$ cat src/rtl/accel_tilt_filter_if.sv
// Sample-side and tilt-side signals between the accelerometer controller and the ball mover.
// Latency: none, wiring only.
// Backpressure: none; the consumer must take every o_valid strobe.
interface accel_tilt_filter_if;
    logic signed [11:0] accel_x;
    logic signed [11:0] accel_y;
    logic               i_data_ready;
    logic               i_calib_req;
    logic signed [7:0]  o_tilt_x;
    logic signed [7:0]  o_tilt_y;
    logic               o_valid;
    logic               o_calibrated;

    // Drives samples and requests, receives tilt.
    modport master (
        output accel_x, accel_y, i_data_ready, i_calib_req,
        input  o_tilt_x, o_tilt_y, o_valid, o_calibrated
    );

    // The filter itself.
    modport slave (
        input  accel_x, accel_y, i_data_ready, i_calib_req,
        output o_tilt_x, o_tilt_y, o_valid, o_calibrated
    );
endinterface

$ cat src/rtl/accel_tilt_filter.sv
// Offset calibration, per-axis first-order IIR and 8-bit tilt output for the accelerometer path.
// Latency: data-ready edge captured at T, offset-corrected at T+1, tilt + o_valid at T+2.
// Backpressure: none; one sample per two cycles at most, never stalls. Optional dead zone: ACCEL_DEADZONE_EN.
module accel_tilt_filter #(
    parameter int CAL_LOG2    = 4,
    parameter int ALPHA_SHIFT = 2,
    parameter int DEADZONE    = 2
) (
    input  logic               CLK,
    input  logic               rst,
    accel_tilt_filter_if.slave bus
);

    localparam int SW = 12 + CAL_LOG2;
    localparam logic [CAL_LOG2-1:0] CNT_ONE = 1;

`ifdef ACCEL_DEADZONE_EN
    localparam bit DZ_ON = 1'b1;
`else
    localparam bit DZ_ON = 1'b0;
`endif

    typedef enum logic {CALIB, RUN} state_t;

    state_t              state;
    logic                dr_q;
    logic                evt_q;
    logic signed [11:0]  ax_q, ay_q;
    logic signed [SW-1:0] sum_x, sum_y;
    logic [CAL_LOG2-1:0] cnt;
    logic signed [11:0]  off_x, off_y;
    logic                s1_vld;
    logic signed [11:0]  d_x, d_y;
    logic signed [15:0]  f_x, f_y;

    logic signed [SW-1:0] sum_x_nxt, sum_y_nxt;
    logic signed [15:0]   f_x_nxt, f_y_nxt;

    // Offset-corrected sample, widened to 13 bits and clamped back into 12.
    function automatic logic signed [11:0] sub_clamp(input logic signed [11:0] a,
                                                     input logic signed [11:0] b);
        logic signed [12:0] d;
        d = {a[11], a} - {b[11], b};
        if (d > 13'sd2047)
            return 12'sh7FF;
        else if (d < -13'sd2048)
            return 12'sh800;
        return d[11:0];
    endfunction

    // One IIR step on the 12.4 state; the 16-bit wrap is exact because the
    // result always lies between the old state and the new target.
    function automatic logic signed [15:0] iir(input logic signed [15:0] f,
                                               input logic signed [11:0] d);
        logic signed [16:0] diff;
        logic signed [15:0] step;
        diff = {d[11], d, 4'b0000} - {f[15], f};
        step = 16'(diff >>> ALPHA_SHIFT);
        return f + step;
    endfunction

    // Small tilts are snapped to zero only on the output; the filter state keeps them.
    function automatic logic signed [7:0] dead_zone(input logic signed [7:0] t);
        int ti;
        ti = int'(t);
        if (DZ_ON && ti > -DEADZONE && ti < DEADZONE)
            return 8'sd0;
        return t;
    endfunction

    assign sum_x_nxt = sum_x + {{CAL_LOG2{ax_q[11]}}, ax_q};
    assign sum_y_nxt = sum_y + {{CAL_LOG2{ay_q[11]}}, ay_q};
    assign f_x_nxt   = iir(f_x, d_x);
    assign f_y_nxt   = iir(f_y, d_y);

    // Edge capture, calibration FSM, two-stage filter pipeline and registered outputs.
    always_ff @(posedge CLK) begin
        if (rst) begin
            state            <= CALIB;
            dr_q             <= 1'b0;
            evt_q            <= 1'b0;
            ax_q             <= '0;
            ay_q             <= '0;
            sum_x            <= '0;
            sum_y            <= '0;
            cnt              <= '0;
            off_x            <= '0;
            off_y            <= '0;
            s1_vld           <= 1'b0;
            d_x              <= '0;
            d_y              <= '0;
            f_x              <= '0;
            f_y              <= '0;
            bus.o_tilt_x     <= '0;
            bus.o_tilt_y     <= '0;
            bus.o_valid      <= 1'b0;
            bus.o_calibrated <= 1'b0;
        end else begin
            dr_q        <= bus.i_data_ready;
            // A recalibration request in the edge cycle swallows that sample.
            evt_q       <= bus.i_data_ready & ~dr_q & ~bus.i_calib_req;
            bus.o_valid <= 1'b0;
            if (bus.i_data_ready && !dr_q) begin
                ax_q <= bus.accel_x;
                ay_q <= bus.accel_y;
            end

            if (bus.i_calib_req) begin
                state            <= CALIB;
                sum_x            <= '0;
                sum_y            <= '0;
                cnt              <= '0;
                f_x              <= '0;
                f_y              <= '0;
                s1_vld           <= 1'b0;
                bus.o_tilt_x     <= '0;
                bus.o_tilt_y     <= '0;
                bus.o_calibrated <= 1'b0;
            end else begin
                s1_vld <= 1'b0;
                case (state)
                    CALIB: begin
                        if (evt_q) begin
                            if (cnt == '1) begin
                                off_x            <= 12'(sum_x_nxt >>> CAL_LOG2);
                                off_y            <= 12'(sum_y_nxt >>> CAL_LOG2);
                                sum_x            <= '0;
                                sum_y            <= '0;
                                cnt              <= '0;
                                f_x              <= '0;
                                f_y              <= '0;
                                state            <= RUN;
                                bus.o_calibrated <= 1'b1;
                            end else begin
                                sum_x <= sum_x_nxt;
                                sum_y <= sum_y_nxt;
                                cnt   <= cnt + CNT_ONE;
                            end
                        end
                    end
                    RUN: begin
                        if (evt_q) begin
                            d_x    <= sub_clamp(ax_q, off_x);
                            d_y    <= sub_clamp(ay_q, off_y);
                            s1_vld <= 1'b1;
                        end
                        if (s1_vld) begin
                            f_x          <= f_x_nxt;
                            f_y          <= f_y_nxt;
                            bus.o_tilt_x <= dead_zone(f_x_nxt[15:8]);
                            bus.o_tilt_y <= dead_zone(f_y_nxt[15:8]);
                            bus.o_valid  <= 1'b1;
                        end
                    end
                    default: state <= CALIB;
                endcase
            end
        end
    end

endmodule

$ cat src/flat_wrapper.sv
// flat-port wrapper written by rule: the top's interface ports become plain ports
module accel_tilt_filter_flat 
#(
    parameter int CAL_LOG2    = 4,
    parameter int ALPHA_SHIFT = 2,
    parameter int DEADZONE    = 2
)
  (CLK, rst, bus_accel_x, bus_accel_y, bus_i_data_ready, bus_i_calib_req, bus_o_tilt_x, bus_o_tilt_y, bus_o_valid, bus_o_calibrated);
  accel_tilt_filter_if bus_i ();
  input  logic CLK;
  input  logic rst;
  input wire logic [$bits(bus_i.accel_x)-1:0] bus_accel_x;
  input wire logic [$bits(bus_i.accel_y)-1:0] bus_accel_y;
  input wire logic [$bits(bus_i.i_data_ready)-1:0] bus_i_data_ready;
  input wire logic [$bits(bus_i.i_calib_req)-1:0] bus_i_calib_req;
  output wire logic [$bits(bus_i.o_tilt_x)-1:0] bus_o_tilt_x;
  output wire logic [$bits(bus_i.o_tilt_y)-1:0] bus_o_tilt_y;
  output wire logic [$bits(bus_i.o_valid)-1:0] bus_o_valid;
  output wire logic [$bits(bus_i.o_calibrated)-1:0] bus_o_calibrated;
  assign bus_i.accel_x = bus_accel_x;
  assign bus_i.accel_y = bus_accel_y;
  assign bus_i.i_data_ready = bus_i_data_ready;
  assign bus_i.i_calib_req = bus_i_calib_req;
  assign bus_o_tilt_x = bus_i.o_tilt_x;
  assign bus_o_tilt_y = bus_i.o_tilt_y;
  assign bus_o_valid = bus_i.o_valid;
  assign bus_o_calibrated = bus_i.o_calibrated;
  accel_tilt_filter #(.CAL_LOG2(CAL_LOG2), .ALPHA_SHIFT(ALPHA_SHIFT), .DEADZONE(DEADZONE)) u_core (.CLK(CLK), .rst(rst), .bus(bus_i));
endmodule
$ cat config.mk
export PLATFORM = sky130hd
export DESIGN_NAME = accel_tilt_filter_flat
export DESIGN_NICKNAME = d
export VERILOG_FILES = /design/src/rtl/accel_tilt_filter_if.sv /design/src/rtl/accel_tilt_filter.sv /design/src/flat_wrapper.sv
export SDC_FILE = /design/constraint.sdc
export NUM_CORES = 1
export LEC_CHECK = 0
export ABC_CLOCK_PERIOD_IN_PS = 5000
export CAP_MARGIN = 10
export CORE_ASPECT_RATIO = 0.8
export CORE_UTILIZATION = 25
export CTS_CLUSTER_SIZE = 16
export DETAILED_ROUTE_END_ITERATION = 16
export GPL_ROUTABILITY_DRIVEN = 0
export PLACE_DENSITY_LB_ADDON = 0.25
export SETUP_SLACK_MARGIN = 0.4
export SYNTH_ARGS = -nofsm -noshare
export SYNTH_HDL_FRONTEND = slang
export SYNTH_SLANG_ARGS = --single-unit
$ cat constraint.sdc
create_clock -name CLK -period 5 [get_ports CLK]
set_input_delay 0.75 -clock CLK [delete_from_list [all_inputs] [get_ports CLK]]
set_output_delay 0.75 -clock CLK [all_outputs]
set_load 0.01 [all_outputs]
==> results.sh, run 1 <==
export IMPL_timing_clock_skew_ns=0.00769
export IMPL_violations_in_the_final_reports="DRC"
export IMPL_setup_tns_final_ns=0
export IMPL_grt_setup_unrepaired="false"
export IMPL_antenna_diode_count=0
export IMPL_cts_tree="yes"
export IMPL_timing_critical_path_buf_inv=2
export IMPL_cts_sink_count=162
export IMPL_synthDominantCellAreaShare_pct=30.1
export IMPL_placement_rows=67
export IMPL_finalMaxSlewViolations=0
export IMPL_detailedRoute_firstPassIterationCount=11
export IMPL_startpoint_types="flip-flop"
export IMPL_setup_slack_ns=0.854
export IMPL_grt_first_pass_wirelength_um=47400
export IMPL_drc=3
export IMPL_post_synth_fa_ha_maj_area_fraction_pct=14.8
export IMPL_ys_warnings_count=0
export IMPL_place_detailed_hpwl_um=21500
export IMPL_synth_main_ff_cell="dfxtp_1"
export IMPL_hold_viol_final=0
export IMPL_worst_path_max_stage_delay_ns=0.42
export IMPL_cts_root_buf="clkbuf_16"
export IMPL_hold_start="u_core.bus.o_tilt_y[0]"
export IMPL_combinational_family_with_the_most_area_after_synthesis="compound AO/OA/AOI/OAI gates"
export IMPL_die_w_um=234
export IMPL_final_min_period_over_clock_period_pct=82.9
export IMPL_vias=9284
export IMPL_floorplan_core_area_um2=42200
export IMPL_post_synth_main_area_contributors="dfxtp_1 30%, ha_1 13%, a21oi_1 6.9%"
export IMPL_cts_resized=0
export IMPL_share_of_flip_flops_with_an_asynchronous_set_or_reset_after_synthesis_pct=0
export IMPL_sequential_cell_area_fraction_in_the_yosys_report_pct=30.1
export IMPL_period_needed_ns=4.15
export IMPL_vdd_ir_drop_worst_mv=0.234
export IMPL_place_detailed_instances=1908
export IMPL_cellPowerDensity_nw_per_um2=251
export IMPL_drt_iter0_drc=547
export IMPL_areaGrowthSynthToFinish_pct=15.7
export IMPL_setup_violations_final=0
export IMPL_required_ns=5.32
export IMPL_crit_path_end_kind="flip-flop"
export IMPL_grt_start_max_net_pins=51
export IMPL_grt_antenna_before_repair=0
export IMPL_ctsLongestPathBuffers=2
export IMPL_critPathMaxFanout=5
export IMPL_critical_path_top_cell_by_count="a21o_1"
export IMPL_synth_edf_count=0
export IMPL_cap_violations=0
export IMPL_total_clock_buffers_created_by_cts=17
export IMPL_clk_lat_worst_skew_ns=0.45
export IMPL_dp_worst_setup_slack_ns=0.944
export IMPL_worst_slew_margin_rel_pct=28.9
export IMPL_final_net_count=1522
export IMPL_initial_standard_cell_utilization_of_the_core_pct=25.5
export IMPL_die_area_um2=43900
export IMPL_post_synth_cell_area_avg_um2=7.98
export IMPL_synth_nets=1496
export IMPL_min_path_type="reg2reg"
export IMPL_synth_xor_area_share_pct=6.68
export IMPL_cts_htree_levels=4
export IMPL_final_instance_count_excl_fill=1940
export IMPL_post_route_cells_drive_above_1_share_pct=5.48
export IMPL_final_antenna_net_count=0
export IMPL_drt_vias_per_instance=4.79
export IMPL_status="finished with violations"
export IMPL_r2r_end="u_core.f_y[15]"
export IMPL_reg2reg_from="u_core.f_y[7]"
export IMPL_post_cts_hold_buffer_count=0
export IMPL_netlist_top_cell_by_area="dfxtp_1"
export IMPL_distinct_cell_type_count_after_synthesis=76
export IMPL_combined_area_of_all_synthesized_cells_um2=10800
export IMPL_routed_wl_um=28700
export IMPL_synthesis_instances=1349
export IMPL_synth_simple_gate_area_share_pct=18.2
export IMPL_timing_reg2reg_worst_path_depth=17
export IMPL_port_buffer_count=45
export IMPL_io_pins=46
export IMPL_synth_mux_area_share_pct=0.465
export IMPL_ys_ff_latch=162
export IMPL_whs_endpoint="u_core.bus.o_tilt_y[0]"
export IMPL_die_height_um=188
export IMPL_timing_setup_critical_path_class="reg2reg"
export IMPL_power_leakage_nw=5.08
export IMPL_globalRouteOverflowTotal=0
export IMPL_cpMaxStageDelayCell="a2111oi_0"
export IMPL_grt_usage_pct=13.5
export IMPL_regToRegSetupSlack_ns=0.85
export IMPL_worstMarginPinSlew_ns=1.06
export IMPL_post_drt_wl_per_cell_um=14.8
export IMPL_cp_arrival_ns=4.47
export IMPL_clk_pin_slew_ns=0.06
export IMPL_cts_post_setup_buffers_inserted=0
export IMPL_vias_in_the_first_global_route=8860
export IMPL_cpLargestDelayFamily="compound AO/OA/AOI/OAI gates"
export IMPL_worstPathCellList="inv_1 > ha_1 > a21o_1 > a21o_1 > a21o_1 > a221oi_2 > inv_1 > a21oi_1 > xnor2_1 > ha_1 > and2_1 > a221oi_1 > a21bo_2 > a2111oi_0 > a211o_1 > xnor2_1 > o21ai_1"
export IMPL_synth_compound_gate_area_share_pct=24.7
export IMPL_timing_fmax_mhz=241
export IMPL_min_path_cells=2
## area by class of cell
| type | instances | area, um2 |
|---|---|---|
| clock buffers | 23 | 498 |
| clock inverters | 9 | 150 |
| fillers | 4493 | 29700 |
| inverters | 87 | 327 |
| multi-input cells | 1047 | 6990 |
| flip-flops and latches | 162 | 3240 |
| well taps | 552 | 691 |
| repair buffers | 60 | 558 |
## sequential cells by signal (all words and copies together), names as in the netlist, 4 cells and up
name	cells
u_core.cnt	4
u_core.off_y	12
u_core.sum_x	16
u_core.bus.o_tilt_x	8
u_core.d_x	12
u_core.ax_q	12
u_core.off_x	12
u_core.bus.o_tilt_y	8
u_core.f_x	16
u_core.d_y	12
u_core.sum_y	16
u_core.f_y	16
u_core.ay_q	12
## per-stage QoR
step                total power [mW]  utilization, %  area, um2  hold slack [ns]
floorplan                       1.60               -      10800            0.427
global placement                1.70            28.0      11800            0.436
detailed placement              1.70            28.0      11800            0.437
CTS                             3.18            29.5      12500            0.447
global route                    3.27            29.5      12500            0.457
finish                          3.13            29.5      12500            0.441
## cell usage after synthesis, types with 3 or more instances
master and n:
maj3_1 6, a2111oi_0 5, fa_1 6, and3_1 7, o21ai_0 52, a31oi_1 13, inv_1 87, nand2_1 153
nand3b_1 5, nor2b_1 22, a211oi_1 28, o31ai_1 6, nand2b_1 22, nor3_1 30, nor3b_1 3, xor2_1 32
a22oi_1 24, nor2_1 119, xnor2_1 47, o211ai_1 10, clkbuf_1 44, o21a_1 15, a221oi_1 4, nand4_1 4
nand3_1 20, a22o_1 7, a21oi_1 149, and2_1 7, o21bai_1 8, a21o_1 37, ha_1 113, o21ai_1 11
a211o_1 8, dfxtp_1 162, a21boi_0 3, or4_1 3, mux2i_1 5, a21oi_2 4, buf_1 6, a32oi_1 3
or3_1 15
## metal layers
metal / track usage [%] / share of wire (%)
met4: 3.07 / 0.98
met1: 19.9 / 55
met2: 20.0 / 41
met3: 2.46 / 2.7
met5: 0 / 0
## worst max-delay path by stage
| stage | from | end | cells past startpoint |
|---|---|---|---|
| global placement | u_core.f_y[7] | u_core.bus.o_tilt_y[7] | 17 |
| CTS | u_core.f_y[7] | u_core.bus.o_tilt_y[7] | 17 |
| floorplan | u_core.f_y[7] | u_core.bus.o_tilt_y[7] | 17 |
| detailed placement | u_core.f_y[7] | u_core.f_y[15] | 17 |
| finish | u_core.f_y[7] | u_core.f_y[15] | 17 |
| global route | u_core.f_y[7] | u_core.bus.o_tilt_y[7] | 17 |
## where the power goes
part | internal [mW] | switching (mW)
Sequential | 1.30 | 0.0179
Clock | 0.900 | 0.561
Combinational | 0.139 | 0.209
Total | 2.34 | 0.787
## cells in the final DEF (no fill, tap or decap), types with 20 or more instances in the layout
cell,instances
a211oi_1,28
a21o_1,37
a21oi_1,149
a22oi_1,24
clkdlybuf4s50_1,44
dfxtp_1,162
ha_1,113
inv_1,87
nand2_1,153
nand2b_1,22
nand3_1,20
nor2_1,118
nor2b_1,21
nor3_1,30
o21ai_0,52
xnor2_1,47
xor2_1,32
## worst min-delay path, stage by stage, from the launching register on
cell and delay (ns):
dfxtp_1 0.31, nand2_1 0.05, nand2_1 0.04
## cell families (layout without fill, tap and decap cells)
group	Yosys count	after routing
AOI/OAI and AO/OA	413	413
and+or+nand+nor	424	424
muxes	5	5
DFF	162	162
buffers and inverters	140	179
adders and majority gates	125	125
xor gates and xnor gates	80	80
(Power assumes the default switching activity.)
==> inputs of run 2 (changes only) <==
--- a/config.mk
+++ b/config.mk
@@ -5,7 +5,7 @@
 export SDC_FILE = /design/constraint.sdc
 export NUM_CORES = 1
 export LEC_CHECK = 0
-export ABC_CLOCK_PERIOD_IN_PS = 5000
+export ABC_CLOCK_PERIOD_IN_PS = 4200
 export CAP_MARGIN = 10
 export CORE_ASPECT_RATIO = 0.8
 export CORE_UTILIZATION = 25
==> constraint.sdc (replaced) <==
create_clock -name CLK -period 4.2 [get_ports CLK]
set_input_delay 0.63 -clock CLK [delete_from_list [all_inputs] [get_ports CLK]]
set_output_delay 0.63 -clock CLK [all_outputs]
set_load 0.01 [all_outputs]
==> run 2 against run 1 <==
  * Final cell count grew 0.98%
  * Via count rose by 0.89%
  * First-iteration DRC count decreased by 2.4%
  * The run now ends clean
  * Die area unchanged
  * Critical path depth unchanged
  * Core utilization rose by 0.93 points
  * Routed wire length grew 1.9%
  * Design area grew 3.1%
  * Clock power is 15% higher
  * Sequential power up 19%
  * Count of clock-buffer cells in the layout grew 1
==> results.sh, run 2 (same netlist as run 1, synthesis figures left out) <==
export IMPL_finalMaxSlewViolations=0
export IMPL_place_detailed_instances=1914
export IMPL_min_path_type="reg2reg"
export IMPL_post_drt_wl_per_cell_um=14.9
export IMPL_grt_start_max_net_pins=46
export IMPL_seqCellArea_um2=3250
export IMPL_worstMarginPinSlew_ns=1.07
export IMPL_vdd_ir_drop_worst_mv=0.291
export IMPL_floorplan_core_area_um2=42200
export IMPL_layout_cells_most_common_list="157 x dfxtp_1, 152 x nand2_1, 141 x a21oi_1"
export IMPL_hold_viol_final=0
export IMPL_cts_tree="yes"
export IMPL_power_leakage_nw=5.20
export IMPL_clk_pin_slew_ns=0.06
export IMPL_period_needed_ns=3.71
export IMPL_timing_setup_critical_path_class="reg2reg"
export IMPL_required_ns=4.53
export IMPL_layout_cells_most_common="dfxtp_1"
export IMPL_switching_share_pct=25.2
export IMPL_ctsLongestPathBuffers=2
export IMPL_cellPowerDensity_nw_per_um2=286
export IMPL_filler_cell_count=4446
export IMPL_setup_tns_final_ns=0
export IMPL_multi_input_comb_area_um2=7260
export IMPL_share_seq_of_total_power_pct=42.8
export IMPL_final_net_count=1541
export IMPL_critPathMaxFanout=5
export IMPL_vias=9367
export IMPL_die_height_um=188
export IMPL_routed_wl_um=29300
export IMPL_intPower_mw=2.75
export IMPL_place_area_um2=11900
export IMPL_io_pins=46
export IMPL_grt_setup_unrepaired="true"
export IMPL_die_area_um2=43900
export IMPL_grt_usage_pct=13.5
export IMPL_cap_violations=0
export IMPL_drt_iter0_drc=534
export IMPL_crit_path_end_kind="flip-flop"
export IMPL_initial_standard_cell_utilization_of_the_core_pct=25.5
export IMPL_drt_vias_per_instance=4.78
export IMPL_share_comb_of_total_power_pct=11.3
export IMPL_globalRouteOverflowTotal=0
export IMPL_utilization_pct=30.5
export IMPL_antenna_diode_count=0
export IMPL_final_instance_count_excl_fill=1959
export IMPL_grt_antenna_before_repair=0
export IMPL_clk_lat_worst_skew_ns=0.45
export IMPL_drc=0
export IMPL_grt_first_pass_wirelength_um=47300
export IMPL_detailedRoute_firstPassIterationCount=11
export IMPL_worst_slew_margin_rel_pct=28.4
export IMPL_die_w_um=234
export IMPL_final_min_period_over_clock_period_pct=88.3
export IMPL_cts_root_buf="clkbuf_16"
export IMPL_port_buffer_count=45
export IMPL_final_antenna_net_count=0
export IMPL_p_switching_mw=0.926
export IMPL_placement_rows=67
export IMPL_cp_arrival_ns=4.04
export IMPL_vias_in_the_first_global_route=8920
export IMPL_cts_htree_levels=4
export IMPL_status="finished, final reports clean"
export IMPL_pwr_share_clk_pct=45.9
export IMPL_cts_sink_count=162
export IMPL_place_detailed_hpwl_um=21300
export IMPL_final_cell_area_um2=12800
export IMPL_areaGrowthSynthToFinish_pct=19.3
export IMPL_setup_violations_final=0
export IMPL_timing_clock_skew_ns=0.0125
export IMPL_post_route_cells_drive_above_1_share_pct=9.59
export IMPL_timing_fmax_mhz=270
export IMPL_startpoint_types="flip-flop"
export IMPL_total_clock_buffers_created_by_cts=17
==> run 2: path summary, 6_finish.rpt <==
kind / cells after the start / startpoint / slack [ns] / endpoint
min reg2reg: 2 / u_core.bus.o_tilt_y[0] / 0.44 / u_core.bus.o_tilt_y[0]
min: 2 / u_core.bus.o_tilt_y[0] / 0.44 / u_core.bus.o_tilt_y[0]
max: 17 / u_core.f_y[7] / 0.49 / u_core.f_y[15]
max reg2reg: 17 / u_core.f_y[7] / 0.49 / u_core.f_y[15]
==> run 2: layout make-up <==
type	count	area share, %
multi-input cells	1047	56.5
flip-flops and latches	162	25.3
repair buffers	79	5.45
well taps	552	5.38
clock buffers	24	3.67
inverters	87	2.54
clock inverters	8	1.17
==> run 2: power groups by stage <==
stage	Sequential (mW)	Clock, mW	Combinational (mW)
4_1_cts	1.57	1.74	0.418
6_report	1.57	1.68	0.417
3_3_place_gp	1.61	0	0.414
3_5_place_dp	1.61	0	0.416
2_1_floorplan	1.60	0	0.310
5_1_grt	1.57	1.80	0.466
==> run 2: metal layers <==
layer  global-route usage (%)  routed length [um]  vias up  part of all wire, %
met3                     2.81                 886       26                  3.0
met2                     19.7               12200      136                   42
met4                     2.87                 315        0                  1.1
met5                        0                   0        -                    0
met1                     19.9               15900     4332                   54
li1                         -                   -     4873                    -
==> run 2: worst max-delay path: stages (launching register included) <==
cell and delay, ns:
dfxtp_2 0.34, inv_2 0.05, ha_4 0.23, a21o_1 0.17, a21o_1 0.16, a21o_1 0.19, a221oi_4 0.32, inv_1 0.08
a21oi_2 0.18, xnor2_2 0.15, ha_1 0.29, and2_4 0.16, a221oi_2 0.23, a21bo_4 0.29, a2111oi_4 0.35, a211o_1 0.18
xnor2_2 0.12, o21ai_1 0.08
==> run 2: metrics by stage <==
stage	setup slack, ns	total power [mW]	hold slack, ns
after global routing	0.350	3.84	0.480
final	0.492	3.67	0.441
after detailed placement	0.269	2.02	0.435
after floorplan	0.512	1.91	0.427
after global placement	0.286	2.02	0.438
after CTS	0.414	3.73	0.444
==> run 2: what timing repair did <==
action	CTS	global route
setup endpoints to repair	7	14
hold buffers	0	0
pin swaps	3	22
resized for setup	8	47
setup buffers	1	12
